## src/rtl/mem_access_unit_if.sv

```systemverilog
// mem_access_unit_if: the bus signals of mem_access_unit, grouped in one bundle.
//   CPU side : BusMuxOut, MARin, MDRin, Read, Write (into the unit)
//              MDRdata, Busy, Done, Err (out of the unit)
//   RAM side : mem_addr, mem_wdata, mem_re, mem_we (out of the unit)
//              mem_rdata (into the unit)
// The master modport is the environment (control unit plus RAM).
// The slave modport is the access unit itself.
interface mem_access_unit_if #(
  parameter int unsigned ADDR_W = 9
);
  logic [31:0]       BusMuxOut;
  logic              MARin;
  logic              MDRin;
  logic              Read;
  logic              Write;
  logic [31:0]       MDRdata;
  logic              Busy;
  logic              Done;
  logic              Err;
  logic [ADDR_W-1:0] mem_addr;
  logic [31:0]       mem_wdata;
  logic              mem_re;
  logic              mem_we;
  logic [31:0]       mem_rdata;

  modport master (
    output BusMuxOut, MARin, MDRin, Read, Write, mem_rdata,
    input  MDRdata, Busy, Done, Err, mem_addr, mem_wdata, mem_re, mem_we
  );

  modport slave (
    input  BusMuxOut, MARin, MDRin, Read, Write, mem_rdata,
    output MDRdata, Busy, Done, Err, mem_addr, mem_wdata, mem_re, mem_we
  );
endinterface

```

## src/rtl/mem_access_unit.sv

```systemverilog
// mem_access_unit: MAR/MDR pair plus a fixed-latency RAM access sequencer.
//   Clock : rising-edge clock
//   Reset : asynchronous, active-low
//   bus   : mem_access_unit_if slave. It carries:
//           - the CPU bus value and the MARin, MDRin, Read and Write controls;
//           - the MDR output, and the Busy, Done and Err status;
//           - the RAM strobes, address, write data and read data.
// A read starts on Read&MDRin in IDLE. A write starts on Write&!Read in IDLE.
// Each access keeps Busy high for LATENCY cycles. Done then pulses for one cycle.
module mem_access_unit #(
  parameter int unsigned ADDR_W  = 9,
  parameter int unsigned LATENCY = 2
) (
  input logic          Clock,
  input logic          Reset,
  mem_access_unit_if.slave bus
);

  typedef enum logic [1:0] {IDLE, RD, WR} state_t;

  localparam logic [3:0] LAT = 4'(LATENCY);

  state_t            state_q, state_d;
  logic [3:0]        cnt_q, cnt_d;
  logic [ADDR_W-1:0] mar_q, mar_d;
  logic [ADDR_W-1:0] addr_q, addr_d;
  logic [31:0]       mdr_q, mdr_d;
  logic [31:0]       wdata_q, wdata_d;
  logic              done_q, done_d;
  logic              err_q, err_d;

  logic idle, start_rd, start_wr, last;

  assign idle     = (state_q == IDLE);
  assign start_rd = idle && bus.Read && bus.MDRin;
  assign start_wr = idle && bus.Write && !bus.Read;
  // The counter steps 1 -> 0 on this edge, which ends the access.
  assign last     = !idle && (cnt_q == 4'd1);

  // State register
  always_ff @(posedge Clock or negedge Reset) begin
    if (!Reset) begin
      state_q <= IDLE;
      cnt_q   <= '0;
    end else begin
      state_q <= state_d;
      cnt_q   <= cnt_d;
    end
  end

  // Next-state logic
  always_comb begin
    state_d = state_q;
    cnt_d   = cnt_q;
    unique case (state_q)
      IDLE: begin
        if (start_rd) begin
          state_d = RD;
          cnt_d   = LAT;
        end else if (start_wr) begin
          state_d = WR;
          cnt_d   = LAT;
        end
      end
      RD, WR: begin
        cnt_d = cnt_q - 4'd1;
        if (last) state_d = IDLE;
      end
      default: state_d = IDLE;
    endcase
  end

  // Outputs. mem_we is asserted only in the first WR cycle, while the counter is still full.
  always_comb begin
    bus.Busy      = !idle;
    bus.mem_re    = (state_q == RD);
    bus.mem_we    = (state_q == WR) && (cnt_q == LAT);
    bus.Done      = done_q;
    bus.Err       = err_q;
    bus.MDRdata   = mdr_q;
    bus.mem_addr  = addr_q;
    bus.mem_wdata = wdata_q;
  end

  // Datapath next-state logic
  always_comb begin
    mar_d   = bus.MARin ? bus.BusMuxOut[ADDR_W-1:0] : mar_q;
    addr_d  = addr_q;
    wdata_d = wdata_q;
    mdr_d   = mdr_q;
    done_d  = last;
    // Any request seen while busy is dropped. A simultaneous Read+Write in IDLE is also flagged.
    err_d   = err_q
            | (!idle && (bus.Read || bus.Write))
            | (idle && bus.Read && bus.Write);
    if (start_rd) begin
      addr_d = mar_q;
    end else if (start_wr) begin
      addr_d  = mar_q;
      wdata_d = bus.BusMuxOut;
      mdr_d   = bus.BusMuxOut;
    end else if (idle && bus.MDRin && !bus.Read) begin
      mdr_d = bus.BusMuxOut;
    end
    if (last && (state_q == RD)) mdr_d = bus.mem_rdata;
  end

  always_ff @(posedge Clock or negedge Reset) begin
    if (!Reset) begin
      mar_q   <= '0;
      addr_q  <= '0;
      wdata_q <= '0;
      mdr_q   <= '0;
      done_q  <= 1'b0;
      err_q   <= 1'b0;
    end else begin
      mar_q   <= mar_d;
      addr_q  <= addr_d;
      wdata_q <= wdata_d;
      mdr_q   <= mdr_d;
      done_q  <= done_d;
      err_q   <= err_d;
    end
  end

endmodule

```

## src/flat_wrapper.sv

```systemverilog
// flat-port wrapper written by rule: the top's interface ports become plain ports
module mem_access_unit_flat 
#(
  parameter int unsigned ADDR_W  = 9,
  parameter int unsigned LATENCY = 2
)
  (Clock, Reset, bus_BusMuxOut, bus_MARin, bus_MDRin, bus_Read, bus_Write, bus_mem_rdata, bus_MDRdata, bus_Busy, bus_Done, bus_Err, bus_mem_addr, bus_mem_wdata, bus_mem_re, bus_mem_we);
  mem_access_unit_if #(.ADDR_W(ADDR_W)) bus_i ();
  input logic Clock;
  input logic Reset;
  input wire logic [$bits(bus_i.BusMuxOut)-1:0] bus_BusMuxOut;
  input wire logic [$bits(bus_i.MARin)-1:0] bus_MARin;
  input wire logic [$bits(bus_i.MDRin)-1:0] bus_MDRin;
  input wire logic [$bits(bus_i.Read)-1:0] bus_Read;
  input wire logic [$bits(bus_i.Write)-1:0] bus_Write;
  input wire logic [$bits(bus_i.mem_rdata)-1:0] bus_mem_rdata;
  output wire logic [$bits(bus_i.MDRdata)-1:0] bus_MDRdata;
  output wire logic [$bits(bus_i.Busy)-1:0] bus_Busy;
  output wire logic [$bits(bus_i.Done)-1:0] bus_Done;
  output wire logic [$bits(bus_i.Err)-1:0] bus_Err;
  output wire logic [$bits(bus_i.mem_addr)-1:0] bus_mem_addr;
  output wire logic [$bits(bus_i.mem_wdata)-1:0] bus_mem_wdata;
  output wire logic [$bits(bus_i.mem_re)-1:0] bus_mem_re;
  output wire logic [$bits(bus_i.mem_we)-1:0] bus_mem_we;
  assign bus_i.BusMuxOut = bus_BusMuxOut;
  assign bus_i.MARin = bus_MARin;
  assign bus_i.MDRin = bus_MDRin;
  assign bus_i.Read = bus_Read;
  assign bus_i.Write = bus_Write;
  assign bus_i.mem_rdata = bus_mem_rdata;
  assign bus_MDRdata = bus_i.MDRdata;
  assign bus_Busy = bus_i.Busy;
  assign bus_Done = bus_i.Done;
  assign bus_Err = bus_i.Err;
  assign bus_mem_addr = bus_i.mem_addr;
  assign bus_mem_wdata = bus_i.mem_wdata;
  assign bus_mem_re = bus_i.mem_re;
  assign bus_mem_we = bus_i.mem_we;
  mem_access_unit #(.ADDR_W(ADDR_W), .LATENCY(LATENCY)) u_core (.Clock(Clock), .Reset(Reset), .bus(bus_i));
endmodule
```

## config.mk

```make
export PLATFORM = sky130hd
export DESIGN_NAME = mem_access_unit_flat
export DESIGN_NICKNAME = d
export VERILOG_FILES = /design/src/rtl/mem_access_unit_if.sv /design/src/rtl/mem_access_unit.sv /design/src/flat_wrapper.sv
export SDC_FILE = /design/constraint.sdc
export NUM_CORES = 1
export LEC_CHECK = 0
export BUFFER_PORTS_ARGS = -buffer_cell sky130_fd_sc_hd__buf_2
export CORE_MARGIN = 2
export CORE_UTILIZATION = 40
export CTS_BUF_LIST = sky130_fd_sc_hd__clkbuf_4
export CTS_CLUSTER_SIZE = 14
export DETAILED_ROUTE_END_ITERATION = 10
export PLACE_DENSITY_LB_ADDON = 0.1
export SLEW_MARGIN = 20
export SYNTH_ARGS = -nofsm -noshare
export SYNTH_HDL_FRONTEND = slang
export SYNTH_SLANG_ARGS = --single-unit
```

## constraint.sdc

```tcl
create_clock -name Clock -period 3 [get_ports Clock]
set_input_delay 0.15 -clock Clock [delete_from_list [all_inputs] [get_ports Clock]]
set_output_delay 0.15 -clock Clock [all_outputs]
set_load 0.1 [all_outputs]
```

# == After elaboration in Yosys (flattened, before gate mapping) ==
# Index checks and enable logic that the tools add are counted.
# totals
ff_bits,90
inputBits,70
output_inout_bits,78
elab_cells,55
# op_classes
n_addsub,1
n_eq_ne,7
mux,13
bitwise,3
reduce_logical,23
# ops
cell,count
2-to-1 mux 32 bit,4
2-to-1 mux 9 bit,2
logical AND 1 bit,11
2-to-1 mux 4 bit,2
one-hot mux 4 bit (2 select lines),1
AND reduction 2 bit,4
2-to-1 mux 2 bit,3
equality test 4 x 1 -> 1 bit (second input constant),1
equality test 4 x 2 -> 1 bit (second input constant),1
one-hot mux 2 bit (2 select lines),1
nonzero test 2 bit,2
subtractor 4 x 1 -> 4 bit (second input constant),1
!= test 3 bit (second input constant),1
nonzero test 3 bit,1
equality test 2 x 1 -> 1 bit (second input constant),1
equality test 2 bit (second input constant),1
logical NOT 1 bit,2
logical NOT 2 bit,1
!= test 2 x 1 -> 1 bit (second input constant),1
!= test 2 bit (second input constant),1
OR 1 bit,2
OR reduction 2 bit,1
logical OR 1 bit,1
inverter 1 bit,1

# == Logic depth before layout (Yosys ltp) ==
# logic_depth
word_depth,7
depth_mapped,8

# == Worst setup path before layout ==
# OpenSTA, ideal clock, no wires.
# synth_path
path_type,flip-flop to output port
from,register u_core.cnt_q[0]
to,output port bus_mem_we
t_arrival_ns,2.706
required_time_ns,2.850
slack_ns,0.144
path_stages_with_launch,5
path_buffers,0
path_cell_list,dfrtp_1 > inv_1 > ha_1 > nand2_1 > nor3_1
# synth_between
elab_chain_len,2
# synth_lines
item,line,source
from (decl),mem_access_unit.sv:24,"logic [3:0] cnt_q, cnt_d;"
from (signal assigned),mem_access_unit.sv:47,cnt_q <= cnt_d;
equality test 4 x 2 -> 1 bit,mem_access_unit.sv:77,bus.mem_we = (state_q == WR) && (cnt_q == LAT);
logical AND 1 bit,mem_access_unit.sv:77,
to (decl),flat_wrapper.sv:24,output wire logic [$bits(bus_i.mem_we)-1:0] bus_mem_we;
# No other way between the ends.

# == Worst setup path in the final report ==
# layout_path
from,register u_core.state_q[0]
to,register u_core.mdr_q[8] (netlist: u_core.bus.MDRdata[8])
# layout_between
elab_chain_len,6
elab_cells_between_ends,17
classes_between,2 x eq/ne; 3 x mux; 12 x reduce/logical
# layout_lines
item,line,source
from (decl),mem_access_unit.sv:23,"state_t state_q, state_d;"
from (signal assigned),mem_access_unit.sv:46,state_q <= state_d;
logical NOT 2 bit (*),mem_access_unit.sv:34,assign idle = (state_q == IDLE);
logical NOT 1 bit (*),mem_access_unit.sv:38,assign last = !idle && (cnt_q == 4'd1);
logical AND 1 bit (*),mem_access_unit.sv:38,
net u_core.done_d,mem_access_unit.sv:29,"logic done_q, done_d;"
logical AND 1 bit (*),mem_access_unit.sv:105,if (last && (state_q == RD)) mdr_d = bus.mem_rdata;
!= test 2 bit (no source line) or nonzero test 3 bit (tied branches),--,
AND reduction 2 bit (no source line),--,
to (signal assigned),mem_access_unit.sv:120,mdr_q <= mdr_d;
to (decl),mem_access_unit.sv:27,"logic [31:0] mdr_q, mdr_d;"
# The timed path passes the listed nets; every way through them passes the cells marked *. The select of a mux whose other input is x is not followed.
# A chain may end at the register's enable or synchronous reset.

==> impl_results.html <==
<table>
<tr><th>Metric</th><th>Value</th></tr>
<tr><th colspan="2">Hold path</th></tr>
<tr><td>Min-Delay Endpoint</td><td>u_core.bus.MDRdata[8]</td></tr>
<tr><td>Worst hold path type</td><td>in -&gt; reg</td></tr>
<tr><td>Number of cells on the worst hold path</td><td>3</td></tr>
<tr><td>Startpoint of the most critical hold path</td><td>bus_mem_rdata[8]</td></tr>
<tr><th colspan="2">STA</th></tr>
<tr><td>Max Clk Rate</td><td>~390 MHz</td></tr>
<tr><td>Final hold slack</td><td>0.02123 ns</td></tr>
<tr><td>Setup repair after global routing missed its margin</td><td>false</td></tr>
<tr><td>Final hold vios</td><td>0</td></tr>
<tr><td>Fin Clk Skew</td><td>approximately 0.011 ns</td></tr>
<tr><td>Period minus WS final</td><td>2.547 ns</td></tr>
<tr><td>Slew at the pin with the worst max-slew slack</td><td>around 0.87 ns</td></tr>
<tr><td>Final sum of negative setup slack</td><td>0 ns</td></tr>
<tr><td>Smallest setup slack after layout</td><td>approximately 0.45 ns</td></tr>
<tr><td>Total setup violations reported at the end of the flow</td><td>0</td></tr>
<tr><td>Number of max-slew violations in the final report</td><td>0</td></tr>
<tr><td>Normalized max-slew margin</td><td>42.07%</td></tr>
<tr><td>Final worst path period share</td><td>a little over four fifths</td></tr>
<tr><th colspan="2">Placed design</th></tr>
<tr><td>Pre-CTS setup slack</td><td>approximately 0.49 ns</td></tr>
<tr><td>Quantity of I/O buffers inserted on ports</td><td>around 150</td></tr>
<tr><td>Detailed Place HPWL</td><td>7876 um</td></tr>
<tr><td>Routability-driven placement congestion ratio</td><td>0.7930</td></tr>
<tr><td>Number of cells after detailed placement</td><td>610</td></tr>
<tr><th colspan="2">Run</th></tr>
<tr><td>Maxcap violations</td><td>0</td></tr>
<tr><th colspan="2">Cells and area</th></tr>
<tr><td>Count of placed standard cells in the final layout, fillers left out</td><td>between 600 and 700</td></tr>
<tr><td>Layout overhead on the synthesized area</td><td>41.02%</td></tr>
<tr><td>Most common library cell in the layout ignoring fill and taps</td><td>buf_2</td></tr>
<tr><td>Diode count</td><td>0</td></tr>
<tr><td>Commonest non-fill, non-tap cells in the layout</td><td>146 x buf_2, 90 x dfrtp_1, 64 x dlygate4sd3_1, 51 x mux2_2, 35 x nand3_1</td></tr>
<tr><td>Fraction of final layout cells sized beyond drive strength 1</td><td>around 41%</td></tr>
<tr><td>Final layout net count</td><td>approximately 630</td></tr>
<tr><th colspan="2">Critical path</th></tr>
<tr><td>Worst reg2reg endpoint</td><td>u_core.bus.MDRdata[8]</td></tr>
<tr><td>Crit Path Class</td><td>reg -&gt; reg</td></tr>
<tr><td>Critical path capture point type</td><td>register</td></tr>
<tr><td>Worst flop-to-flop path startpoint</td><td>u_core.state_q[0]</td></tr>
<tr><td>Endpoint arrival time on the critical path</td><td>roughly 2.9 ns</td></tr>
<tr><td>Worst R2R Path Depth</td><td>6</td></tr>
<tr><td>Worst path required time</td><td>around 3.4 ns</td></tr>
<tr><td>Critical path startpoint category</td><td>register</td></tr>
<tr><td>Minimum setup slack among reg-to-reg paths</td><td>around 0.45 ns</td></tr>
<tr><td>Maximum fanout along the worst path</td><td>32</td></tr>
<tr><th colspan="2">Clocking</th></tr>
<tr><td>CTS tree</td><td>yes</td></tr>
<tr><td>Hold Buf Count CTS</td><td>64</td></tr>
<tr><td>Buffer levels on the longest clock path</td><td>2</td></tr>
<tr><td>Buffer cell driving the clock tree root</td><td>clkbuf_4</td></tr>
<tr><td>CTS clk-pin slew, worst paths</td><td>approximately 0.14 ns</td></tr>
<tr><td>Setup repair bufs after CTS</td><td>0</td></tr>
<tr><td>Insertion delay of the later-clocked pin in the worst-skew pair</td><td>about 0.45 ns</td></tr>
<tr><td>Count of clock tree sinks</td><td>90</td></tr>
<tr><td>CTS H-tree lvls</td><td>3</td></tr>
<tr><td>Cts bufs inserted</td><td>9</td></tr>
<tr><td>PostCTS Resize Cnt</td><td>0</td></tr>
<tr><th colspan="2">Detailed routing</th></tr>
<tr><td>Avg WL per Cell</td><td>between 15 and 20 um</td></tr>
<tr><td>Pre-antenna DRT Iters</td><td>4</td></tr>
<tr><td>Detailed-route via count</td><td>between 3k and 4k</td></tr>
<tr><td>Via density</td><td>~5.2</td></tr>
<tr><td>Remaining antenna violation count</td><td>0</td></tr>
<tr><td>Routed wire length</td><td>roughly 12000 um</td></tr>
<tr><td>DRC marker count from the first detailed-route iteration</td><td>140</td></tr>
<tr><td>Residual DRC count</td><td>0</td></tr>
<tr><th colspan="2">GRT</th></tr>
<tr><td>Antenna violations before repair</td><td>0</td></tr>
<tr><td>Vias in the first global route</td><td>roughly 3.8k</td></tr>
<tr><td>Total overflow reported by the global router</td><td>0</td></tr>
<tr><td>Overall routing resource usage</td><td>between 20 and 25%</td></tr>
<tr><td>Wire length of the first global-routing pass</td><td>a little under 20000 um</td></tr>
<tr><td>Largest net degree at the start of global routing</td><td>a little under 50</td></tr>
<tr><th colspan="2">Synthesis</th></tr>
<tr><td>Net count after synthesis</td><td>426</td></tr>
<tr><td>Mean instance size in the synthesized netlist</td><td>11.39 um^2</td></tr>
<tr><td>Share of synthesized registers carrying an async set or reset</td><td>100.0%</td></tr>
<tr><td>Synthesized area</td><td>about 4000 um^2</td></tr>
<tr><td>Number of enable-type register cells in the synthesized netlist</td><td>0</td></tr>
<tr><td>Count of synthesis-stage warnings from yosys</td><td>0</td></tr>
<tr><td>Share of synthesized area occupied by flip-flops and latches</td><td>56.50%</td></tr>
<tr><td>Total of flip-flops plus latches after synthesis</td><td>90</td></tr>
<tr><td>Most used flip-flop cell after synthesis</td><td>dfrtp_1</td></tr>
<tr><td>Count of cell types in the netlist</td><td>33</td></tr>
<tr><td>Synthesized instance count</td><td>between 300 and 400</td></tr>
<tr><th colspan="2">Floorplan</th></tr>
<tr><td>Placeable core region</td><td>9729 um^2</td></tr>
<tr><td>Ports</td><td>roughly 150</td></tr>
<tr><td>Initial core utilization</td><td>40.97%</td></tr>
<tr><td>Width of the die</td><td>roughly 100 um</td></tr>
<tr><td>Die span in y</td><td>just over 100 um</td></tr>
<tr><td>Row count</td><td>36</td></tr>
<tr><td>Die outline area</td><td>approximately 11000 um^2</td></tr>
<tr><th colspan="2">Status</th></tr>
<tr><td>Outcome</td><td>finished clean</td></tr>
</table>
flip-flops by register name (all words and copies together) (netlist names):
| name | cells |
|---|---|
| u_core.bus.mem_addr | 9 |
| u_core.cnt_q | 4 |
| u_core.mar_q | 9 |
| u_core.bus.Done | 1 |
| u_core.bus.Err | 1 |
| u_core.state_q | 2 |
| u_core.bus.mem_wdata | 32 |
| u_core.bus.MDRdata | 32 |
area by class of cell:
cell class	instances	area (um^2)
clock buffer	10	75.07
clock inverter	6	57.56
fill	857	4108
inverter	8	30.03
multi-input combinational	222	1587
sequential	90	2252
tap	133	166.4
timing repair buffer	221	1454
worst max-delay path by stage:
stage                           start                     end  slack [ns]  cells after the start
floorplan             u_core.cnt_q[0]              bus_mem_we        0.14                      4
global placement    u_core.state_q[0]  u_core.bus.MDRdata[20]        0.59                      6
finish              u_core.state_q[0]   u_core.bus.MDRdata[8]        0.45                      6
global route        u_core.state_q[0]   u_core.bus.MDRdata[8]        0.23                      6
CTS                 u_core.state_q[0]   u_core.bus.MDRdata[8]        0.45                      6
detailed placement  u_core.state_q[0]  u_core.bus.MDRdata[31]        0.49                      6
kinds of logic (layout without fill, tap and decap cells):
group	count (synthesis)	after routing	synth area share, %
compound gates	74	74	11.05
xor+xnor	1	1	0.2198
fa+ha+maj	7	7	2.134
buf+inv	38	245	3.829
flops	90	90	56.50
mux	54	54	15.16
simple gates	86	86	11.11
through the flow:
stage	util [%]	area, um^2
after floorplan	-	3986
after global routing	57.78	5622
final	57.78	5622
after global placement	49.83	4848
after CTS	57.78	5622
after detailed placement	49.83	4848
cells in the mapped netlist (3+ instances only):
library cell / instances / area, um^2
a31oi_1: 32 / 200.2
buf_2: 8 / 40.04
clkbuf_1: 22 / 82.58
dfrtp_1: 90 / 2252
ha_1: 6 / 75.07
inv_1: 7 / 26.28
mux2_2: 51 / 574.3
mux2i_1: 3 / 30.03
nand2_1: 5 / 18.77
nand3_1: 35 / 175.2
nor3_1: 33 / 165.2
o21ai_0: 29 / 145.1
o21ai_1: 4 / 20.02
layer usage:
metal	track usage [%]	vias up	part of all wire, %
li1	-	1682	-
met5	0	-	0
met3	4.279	14	4.7
met1	30.49	1768	44
met4	7.432	0	1.3
met2	38.11	107	50
critical path: stages, from the launching register on:
cell and delay (ns):
dfrtp_1 0.42, inv_1 0.08, ha_1 0.36, or4b_1 0.78, inv_2 0.13, nand2_2 0.39
a31oi_1 0.29
Power is not shown: default switching activity piles up to over one toggle a cycle in this logic, so the estimate is an artifact.
